[src/rtl/rvv_pkg.sv]
// rvv_pkg: shared encodings for the vector ALU sequencer.
package rvv_pkg;
    localparam logic [2:0] OP_VV = 3'b001, OP_VX = 3'b010, OP_VI = 3'b100;
    typedef enum logic [1:0] {S_IDLE, S_CHECK, S_RUN, S_FIN} seq_state_t;
    localparam logic [5:0] F6_VADD   = 6'b000000, F6_VSUB  = 6'b000010, F6_VRSUB = 6'b000011,
                           F6_VMINU  = 6'b000100, F6_VMIN  = 6'b000101, F6_VMAXU = 6'b000110,
                           F6_VMAX   = 6'b000111, F6_VAND  = 6'b001001, F6_VOR   = 6'b001010,
                           F6_VXOR   = 6'b001011, F6_VSLL  = 6'b100101, F6_VSRL  = 6'b101000,
                           F6_VSRA   = 6'b101001, F6_VMAND = 6'b011001, F6_VMNAND = 6'b011101;
endpackage

[src/rtl/rvv_alu_seq_if.sv]
// rvv_alu_seq_if: issue-stage and ALU-side signals of the vector ALU sequencer.
interface rvv_alu_seq_if #(
    parameter int VLEN = 128,
    parameter int VL_W = $clog2(VLEN) + 1
);
    logic            start;
    logic [5:0]      opcode;
    logic            instr_mask;
    logic [2:0]      op_type, vsew;
    logic [VL_W-1:0] vl;
    logic [VLEN-1:0] vs1_in, vs2_in, vd_old;
    logic            busy, done, illegal, vd_we;
    logic [VLEN-1:0] vd_out;
    logic            alu_run;
    logic [5:0]      alu_opcode;
    logic            alu_instr_mask;
    logic [2:0]      alu_op_type, alu_vsew;
    logic [9:0]      alu_byte_i;
    logic [3:0]      alu_in_reg_offset;
    logic [VLEN-1:0] alu_vs1, alu_vs2;
    logic [63:0]     alu_vd;
    logic [9:0]      alu_index;
    logic            alu_instr_valid;

    modport master (
        output start, opcode, instr_mask, op_type, vsew, vl, vs1_in, vs2_in, vd_old,
               alu_vd, alu_index, alu_instr_valid,
        input  busy, done, illegal, vd_we, vd_out, alu_run, alu_opcode, alu_instr_mask,
               alu_op_type, alu_vsew, alu_byte_i, alu_in_reg_offset, alu_vs1, alu_vs2
    );
    modport slave (
        input  start, opcode, instr_mask, op_type, vsew, vl, vs1_in, vs2_in, vd_old,
               alu_vd, alu_index, alu_instr_valid,
        output busy, done, illegal, vd_we, vd_out, alu_run, alu_opcode, alu_instr_mask,
               alu_op_type, alu_vsew, alu_byte_i, alu_in_reg_offset, alu_vs1, alu_vs2
    );
endinterface

[src/rtl/rvv_seq_cnt.sv]
// rvv_seq_cnt: element/chunk counter pair walking an instruction's chunks in order.
module rvv_seq_cnt #(
    parameter int VL_W = 8
) (
    input  logic            clk,
    input  logic            resetn,
    input  logic            clr,
    input  logic            step,
    input  logic [4:0]      chunks,
    input  logic [VL_W-1:0] vl_eff,
    output logic [9:0]      elem,
    output logic [3:0]      chunk,
    output logic            last
);
    logic chunk_end;

    assign chunk_end = 5'(chunk) == chunks - 5'd1;
    assign last      = chunk_end && elem == 10'(vl_eff) - 10'd1;

    always_ff @(posedge clk or negedge resetn) begin
        if (!resetn) begin
            elem  <= '0;
            chunk <= '0;
        end else if (clr) begin
            elem  <= '0;
            chunk <= '0;
        end else if (step) begin
            chunk <= chunk_end ? 4'd0 : chunk + 4'd1;
            elem  <= chunk_end ? elem + 10'd1 : elem;
        end
    end
endmodule

[src/rtl/rvv_alu_seq.sv]
// rvv_alu_seq: steps the vector ALU over every element and lane chunk, assembling vd.
module rvv_alu_seq
    import rvv_pkg::*;
#(
    parameter int VLEN       = 128,
    parameter int LANE_WIDTH = 3,
    parameter int VL_W       = $clog2(VLEN) + 1
) (
    input logic          clk,
    input logic          resetn,
    rvv_alu_seq_if.slave io
);
    seq_state_t      state;
    logic [5:0]      opcode;
    logic            instr_mask;
    logic [2:0]      op_type, vsew;
    logic [VLEN-1:0] vs1, vs2, lane_ones;
    logic [VL_W-1:0] vl_eff, bound;
    logic [3:0]      esh, wsh, chunk;
    logic [4:0]      chunks;
    logic [9:0]      elem;
    logic            last, bad;

    // Mask ops address single bits, so their element bound is VLEN itself.
    assign bound     = io.instr_mask ? VL_W'(VLEN) : VL_W'(VLEN) >> (4'(io.vsew) + 4'd3);
    assign esh       = 4'(vsew) + 4'd3;
    assign wsh       = instr_mask ? 4'd0 : (esh <= 4'(LANE_WIDTH) ? esh : 4'(LANE_WIDTH));
    assign chunks    = (instr_mask || esh <= 4'(LANE_WIDTH)) ? 5'd1 : 5'd1 << (esh - 4'(LANE_WIDTH));
    assign lane_ones = ~({VLEN{1'b1}} << (32'd1 << wsh));
    assign bad       = vsew > 3'd3 || !io.alu_instr_valid;

    assign io.alu_opcode        = opcode;
    assign io.alu_instr_mask    = instr_mask;
    assign io.alu_op_type       = op_type;
    assign io.alu_vsew          = vsew;
    assign io.alu_vs1           = vs1;
    assign io.alu_vs2           = vs2;
    assign io.alu_byte_i        = elem;
    assign io.alu_in_reg_offset = chunk;

    rvv_seq_cnt #(.VL_W(VL_W)) u_cnt (
        .clk    (clk),
        .resetn (resetn),
        .clr    (state != S_RUN),
        .step   (state == S_RUN),
        .chunks (chunks),
        .vl_eff (vl_eff),
        .elem   (elem),
        .chunk  (chunk),
        .last   (last)
    );

    always_ff @(posedge clk or negedge resetn) begin
        if (!resetn) begin
            state      <= S_IDLE;
            io.busy    <= 1'b0;
            io.done    <= 1'b0;
            io.illegal <= 1'b0;
            io.vd_we   <= 1'b0;
            io.alu_run <= 1'b0;
            io.vd_out  <= '0;
            opcode     <= '0;
            instr_mask <= 1'b0;
            op_type    <= '0;
            vsew       <= '0;
            vs1        <= '0;
            vs2        <= '0;
            vl_eff     <= '0;
        end else begin
            io.done  <= 1'b0;
            io.vd_we <= 1'b0;
            case (state)
                S_IDLE: if (io.start) begin
                    opcode     <= io.opcode;
                    instr_mask <= io.instr_mask;
                    op_type    <= io.op_type;
                    vsew       <= io.vsew;
                    vs1        <= io.vs1_in;
                    vs2        <= io.vs2_in;
                    vl_eff     <= io.vl < bound ? io.vl : bound;
                    io.vd_out  <= io.vd_old;
                    io.illegal <= 1'b0;
                    io.busy    <= 1'b1;
                    state      <= S_CHECK;
                end
                S_CHECK: if (bad || vl_eff == '0) begin
                    io.illegal <= bad;
                    io.vd_we   <= !bad;
                    io.done    <= 1'b1;
                    state      <= S_FIN;
                end else begin
                    io.alu_run <= 1'b1;
                    state      <= S_RUN;
                end
                S_RUN: begin
                    io.vd_out <= (io.vd_out & ~(lane_ones << io.alu_index)) |
                                 ((VLEN'(io.alu_vd) & lane_ones) << io.alu_index);
                    if (last) begin
                        io.alu_run <= 1'b0;
                        io.done    <= 1'b1;
                        io.vd_we   <= 1'b1;
                        state      <= S_FIN;
                    end
                end
                default: begin
                    io.busy <= 1'b0;
                    state   <= S_IDLE;
                end
            endcase
        end
    end
endmodule

[src/flat_wrapper.sv]
// flat-port wrapper written by rule: the top's interface ports become plain ports
module rvv_alu_seq_flat import rvv_pkg::*;
#(
    parameter int VLEN       = 128,
    parameter int LANE_WIDTH = 3,
    parameter int VL_W       = $clog2(VLEN) + 1
)
  (clk, resetn, io_start, io_opcode, io_instr_mask, io_op_type, io_vsew, io_vl, io_vs1_in, io_vs2_in, io_vd_old, io_alu_vd, io_alu_index, io_alu_instr_valid, io_busy, io_done, io_illegal, io_vd_we, io_vd_out, io_alu_run, io_alu_opcode, io_alu_instr_mask, io_alu_op_type, io_alu_vsew, io_alu_byte_i, io_alu_in_reg_offset, io_alu_vs1, io_alu_vs2);
  rvv_alu_seq_if #(.VLEN(VLEN), .VL_W(VL_W)) io_i ();
  input logic clk;
  input logic resetn;
  input wire logic [$bits(io_i.start)-1:0] io_start;
  input wire logic [$bits(io_i.opcode)-1:0] io_opcode;
  input wire logic [$bits(io_i.instr_mask)-1:0] io_instr_mask;
  input wire logic [$bits(io_i.op_type)-1:0] io_op_type;
  input wire logic [$bits(io_i.vsew)-1:0] io_vsew;
  input wire logic [$bits(io_i.vl)-1:0] io_vl;
  input wire logic [$bits(io_i.vs1_in)-1:0] io_vs1_in;
  input wire logic [$bits(io_i.vs2_in)-1:0] io_vs2_in;
  input wire logic [$bits(io_i.vd_old)-1:0] io_vd_old;
  input wire logic [$bits(io_i.alu_vd)-1:0] io_alu_vd;
  input wire logic [$bits(io_i.alu_index)-1:0] io_alu_index;
  input wire logic [$bits(io_i.alu_instr_valid)-1:0] io_alu_instr_valid;
  output wire logic [$bits(io_i.busy)-1:0] io_busy;
  output wire logic [$bits(io_i.done)-1:0] io_done;
  output wire logic [$bits(io_i.illegal)-1:0] io_illegal;
  output wire logic [$bits(io_i.vd_we)-1:0] io_vd_we;
  output wire logic [$bits(io_i.vd_out)-1:0] io_vd_out;
  output wire logic [$bits(io_i.alu_run)-1:0] io_alu_run;
  output wire logic [$bits(io_i.alu_opcode)-1:0] io_alu_opcode;
  output wire logic [$bits(io_i.alu_instr_mask)-1:0] io_alu_instr_mask;
  output wire logic [$bits(io_i.alu_op_type)-1:0] io_alu_op_type;
  output wire logic [$bits(io_i.alu_vsew)-1:0] io_alu_vsew;
  output wire logic [$bits(io_i.alu_byte_i)-1:0] io_alu_byte_i;
  output wire logic [$bits(io_i.alu_in_reg_offset)-1:0] io_alu_in_reg_offset;
  output wire logic [$bits(io_i.alu_vs1)-1:0] io_alu_vs1;
  output wire logic [$bits(io_i.alu_vs2)-1:0] io_alu_vs2;
  assign io_i.start = io_start;
  assign io_i.opcode = io_opcode;
  assign io_i.instr_mask = io_instr_mask;
  assign io_i.op_type = io_op_type;
  assign io_i.vsew = io_vsew;
  assign io_i.vl = io_vl;
  assign io_i.vs1_in = io_vs1_in;
  assign io_i.vs2_in = io_vs2_in;
  assign io_i.vd_old = io_vd_old;
  assign io_i.alu_vd = io_alu_vd;
  assign io_i.alu_index = io_alu_index;
  assign io_i.alu_instr_valid = io_alu_instr_valid;
  assign io_busy = io_i.busy;
  assign io_done = io_i.done;
  assign io_illegal = io_i.illegal;
  assign io_vd_we = io_i.vd_we;
  assign io_vd_out = io_i.vd_out;
  assign io_alu_run = io_i.alu_run;
  assign io_alu_opcode = io_i.alu_opcode;
  assign io_alu_instr_mask = io_i.alu_instr_mask;
  assign io_alu_op_type = io_i.alu_op_type;
  assign io_alu_vsew = io_i.alu_vsew;
  assign io_alu_byte_i = io_i.alu_byte_i;
  assign io_alu_in_reg_offset = io_i.alu_in_reg_offset;
  assign io_alu_vs1 = io_i.alu_vs1;
  assign io_alu_vs2 = io_i.alu_vs2;
  rvv_alu_seq #(.VLEN(VLEN), .LANE_WIDTH(LANE_WIDTH), .VL_W(VL_W)) u_core (.clk(clk), .resetn(resetn), .io(io_i));
endmodule
[config.mk]
export PLATFORM = sky130hd
export DESIGN_NAME = rvv_alu_seq_flat
export DESIGN_NICKNAME = d
export VERILOG_FILES = /design/src/rtl/rvv_pkg.sv /design/src/rtl/rvv_alu_seq_if.sv /design/src/rtl/rvv_seq_cnt.sv /design/src/rtl/rvv_alu_seq.sv /design/src/flat_wrapper.sv
export SDC_FILE = /design/constraint.sdc
export NUM_CORES = 1
export LEC_CHECK = 0
export BUFFER_PORTS_ARGS = -buffer_cell sky130_fd_sc_hd__buf_2
export CAP_MARGIN = 20
export CORE_AREA = 3 3 349 351
export DETAILED_ROUTE_END_ITERATION = 12
export DIE_AREA = 0 0 352 354
export PLACE_DENSITY_LB_ADDON = 0.1
export SLEW_MARGIN = 40
export SYNTH_ARGS = -nofsm -noshare
export SYNTH_HDL_FRONTEND = slang
export SYNTH_SLANG_ARGS = --single-unit
[constraint.sdc]
create_clock -name clk -period 5.39 [get_ports clk]
set_clock_uncertainty 0.15 [all_clocks]
set_input_delay 1.078 -clock clk [delete_from_list [all_inputs] [get_ports clk]]
set_output_delay 1.078 -clock clk [all_outputs]
set_load 0.01 [all_outputs]
==> results.sh <==
export IMPL_status="completed"
export IMPL_slew_limit_headroom_pct=43.9
export IMPL_tns_ns=0
export IMPL_synth_compound_area_share_pct=17.6
export IMPL_leakagePower_nw=14.4
export IMPL_clkLatencyLatePin_ns=0.66
export IMPL_synth_seq_cells=426
export IMPL_synth_area_per_cell_um2=8.38
export IMPL_ff2ff_setup_slack_ns=0.81
export IMPL_path_cells="inv_1, ha_1, ha_1, inv_1, ha_1, nor4b_1, a22o_2, nand2_1, ha_1, xor2_1, nand3_1, mux2i_1, nand3_2, or4_1, a21oi_1"
export IMPL_critPathMaxStageDelay_ns=0.57
export IMPL_coreArea_um2=119000
export IMPL_cts_hold_buf=0
export IMPL_timing_fmax_mhz=218
export IMPL_grt_setup_unrepaired="no"
export IMPL_yosys_area_top_type="dfrtp_1"
export IMPL_start_util_pct=17.8
export IMPL_period_needed_ns=4.58
export IMPL_crit_top_cell="ha_1"
export IMPL_synth_top_family_by_area="simple AND/OR/NAND/NOR gates"
export IMPL_synth_xor_area_share_pct=0.535
export IMPL_ys_async_sr_fraction_pct=100
export IMPL_clockBufferDepth=3
export IMPL_chipHeight_um=354
export IMPL_antenna_found_initial=53
export IMPL_maxCapViolCount=0
export IMPL_grt_pass1_vias=22600
export IMPL_slew_viol_final=0
export IMPL_worst_ep_required_time_ns=5.78
export IMPL_finalWorstSetupSlack_ns=0.810
export IMPL_cts_buffers=58
export IMPL_peakVddDrop_mv=0.278
export IMPL_arrival_ns=4.97
export IMPL_crit_buf_inv=2
export IMPL_crit_start="u_core.io.alu_vsew[1]"
export IMPL_synthAdderAreaFrac_pct=1.33
export IMPL_clock_sinks=426
export IMPL_wirelength_um=123000
export IMPL_yosys_area_top_type_share_pct=50.1
export IMPL_cp_slowest_cell="or4_1"
export IMPL_cp_endpoint="u_core.u_cnt.elem[6]"
export IMPL_endpoint_kind="flip-flop"
export IMPL_ys_seq_area_share_pct=50.1
export IMPL_die_area_um2=125000
export IMPL_area_delta_synth_final_pct=39.2
export IMPL_cts_resized_gates=0
export IMPL_r2r_start="u_core.io.alu_vsew[1]"
export IMPL_muxShareOfSynthArea_pct=1.01
export IMPL_nets=3839
export IMPL_tightest_slew_ns=0.838
export IMPL_synth_cell_types=91
export IMPL_path_depth=15
export IMPL_start_kind="flip-flop"
export IMPL_synth_fp_nets=3042
export IMPL_wl_per_cell_um=24.6
export IMPL_cp_max_fo=18
export IMPL_fp_dieW_um=352
export IMPL_fp_row_count=127
export IMPL_drcViolationCount=0
export IMPL_regToRegEndpoint="u_core.u_cnt.elem[6]"
export IMPL_drive_above_1_share_pct=31.1
export IMPL_cts_reportedPaths_clkPinSlew_ns=0.06
export IMPL_powerDensity_nw_per_um2=597
export IMPL_grt_start_max_net_pins=152
export IMPL_syn_area_um2=21300
export IMPL_hold_viol=0
export IMPL_gp_congestion=0.847
export IMPL_io_pins=899
export IMPL_cts_tree="done"
export IMPL_ys_flop_type="dfrtp_1"
export IMPL_dr_pass1_iters=5
export IMPL_syn_instance_count=2538
export IMPL_track_usage_pct=19.2
export IMPL_drt_vias_per_instance=4.39
export IMPL_synth_edf_count=0
export IMPL_grt_pass1_wl_um=175000
export IMPL_first_iter_violations=1372
export IMPL_rr_worst_depth=15
export IMPL_post_cts_buffers=0
export IMPL_yosys_warnings=0
export IMPL_dr_total_vias=22000
export IMPL_synthSimpleGateAreaFrac_pct=25.7
export IMPL_synthTopCellsByArea="dfrtp_1, nand2_1, o21ai_0"
export IMPL_criticalPathCategory="flip-flop to flip-flop"
export IMPL_setup_viol=0
export IMPL_critPathTopFamily="adder cells"
export IMPL_grt_overflow_total=0
export IMPL_port_buffers=842
export IMPL_dp_hpwl_um=94100
export IMPL_finalCritPeriodShare_pct=85.0
export IMPL_root_buffer="clkbuf_16"
export IMPL_hold_path_class="primary input to asynchronous set/reset pin"
export IMPL_pre_cts_slack_ns=0.738
export IMPL_ant_nets=0
export IMPL_htreeDepth=2
## routing by layer
layer  vias to the layer above  share of wire [%]  GRT usage (%)
met4                        32                2.4           4.83
li1                      10400                  -              -
met3                       194                8.5           6.58
met1                     10600                 41           23.3
met5                         -               0.16              0
met2                       821                 48           32.4
## stage by stage
| stage | cell area, um^2 | utilization [%] | hold slack, ns | total power, mW | std cells |
|---|---|---|---|---|---|
| 2_1_floorplan | 21300 | - | 0.342 | 9.80 | 2538 |
| 3_3_place_gp | 27500 | 23.0 | 0.305 | 13.7 | 4885 |
| 3_5_place_dp | 27500 | 23.0 | 0.307 | 13.6 | 4886 |
| 4_1_cts | 29500 | 24.8 | 0.251 | 18.0 | 4993 |
| 5_1_grt | 29600 | 24.8 | 0.289 | 19.1 | 4998 |
| 6_report | 29600 | 24.8 | 0.297 | 17.7 | 5011 |
## worst reg2reg max path: cells and delay by family, from the launching register on
kind | cells | cell delay, ns
XOR/XNOR | 1 | 0.21
adder cells (fa/ha/maj) | 4 | 1.35
AO/OA/AOI/OAI | 2 | 0.45
flip-flops | 1 | 0.55
multiplexers | 1 | 0.22
buffers and inverters | 2 | 0.22
AND/OR/NAND/NOR | 5 | 1.34
## synth_stat cells, types with 6 or more instances
cell type,n
nand2_1,963
dfrtp_1,426
o21ai_0,160
clkbuf_1,134
nor2_1,128
a21oi_1,77
and3_1,34
nand3_1,34
inv_1,32
or3_1,30
a22oi_1,28
nand2b_1,28
a211oi_1,27
a31oi_1,27
o211ai_1,26
nor3_1,24
a221oi_1,22
ha_1,21
buf_2,19
o221ai_1,18
o22ai_1,16
o32ai_1,16
a221o_1,15
and2_1,13
mux2i_1,13
o31ai_1,13
nor2b_1,12
o311ai_0,12
o41ai_1,10
buf_1,9
nand4_1,9
o2111ai_1,9
xnor2_1,8
a211o_1,6
nor4b_1,6
## layout by cell type (no fill, tap or decap), drive strengths merged, types with 27 or more instances in the layout
master | synthesis | layout
buf | 30 | 902
nand3 | 35 | 35
and3 | 34 | 34
nand2 | 963 | 963
or3 | 30 | 30
a211oi | 30 | 30
o21ai | 166 | 166
a31oi | 27 | 27
o211ai | 27 | 27
a22oi | 29 | 29
nand2b | 28 | 28
dfrtp | 426 | 426
clkbuf | 135 | 81
nor2 | 131 | 131
inv | 32 | 35
a21oi | 81 | 81
## worst min path at each step
stage	end	from	slack [ns]	depth (start not counted)
finish	u_core.state[0]	resetn	0.30	1
global route	u_core.io.alu_instr_mask	resetn	0.29	1
CTS	u_core.io.alu_instr_mask	resetn	0.25	1
detailed placement	u_core.io.alu_vs1[58]	u_core.io.alu_vs1[58]	0.31	2
floorplan	u_core.vl_eff[5]	u_core.vl_eff[5]	0.34	2
global placement	u_core.io.alu_vs1[44]	u_core.io.alu_vs1[44]	0.30	2
## final cells by class
type / instances / area (um^2)
clock inverters: 26 / 365
well taps: 1612 / 2020
diodes: 17 / 42.5
flip-flops and latches: 426 / 10700
inverters: 32 / 120
clock buffers: 81 / 1700
multi-input cells: 1915 / 9920
fillers: 13300 / 89700
repair buffers: 902 / 4790
## sequential cells by signal (all words and copies together) (netlist names)
| name | cells |
|---|---|
| u_core.io.alu_opcode | 6 |
| u_core.io.vd_we | 1 |
| u_core.io.alu_run | 1 |
| u_core.io.alu_instr_mask | 1 |
| u_core.io.busy | 1 |
| u_core.io.alu_op_type | 3 |
| u_core.u_cnt.chunk | 4 |
| u_core.u_cnt.elem | 10 |
| u_core.io.alu_vs1 | 128 |
| u_core.io.alu_vs2 | 128 |
| u_core.io.vd_out | 128 |
| u_core.vl_eff | 8 |
| u_core.io.done | 1 |
| u_core.io.alu_vsew | 3 |
| u_core.state | 2 |
| u_core.io.illegal | 1 |
## kinds of logic after synthesis
logic type | Yosys count
xor+xnor | 13
mux | 19
flops | 426
fa+ha+maj | 23
compound gates | 546
buf+inv | 197
simple gates | 1314
## report_power, final
group	switching (mW)	internal [mW]	leakage, nW
clock network	1.67	2.54	1.02
registers	0.956	4.63	5.17
logic	5.12	2.77	8.20
No activity file was read; power rests on OpenSTA's default activity.
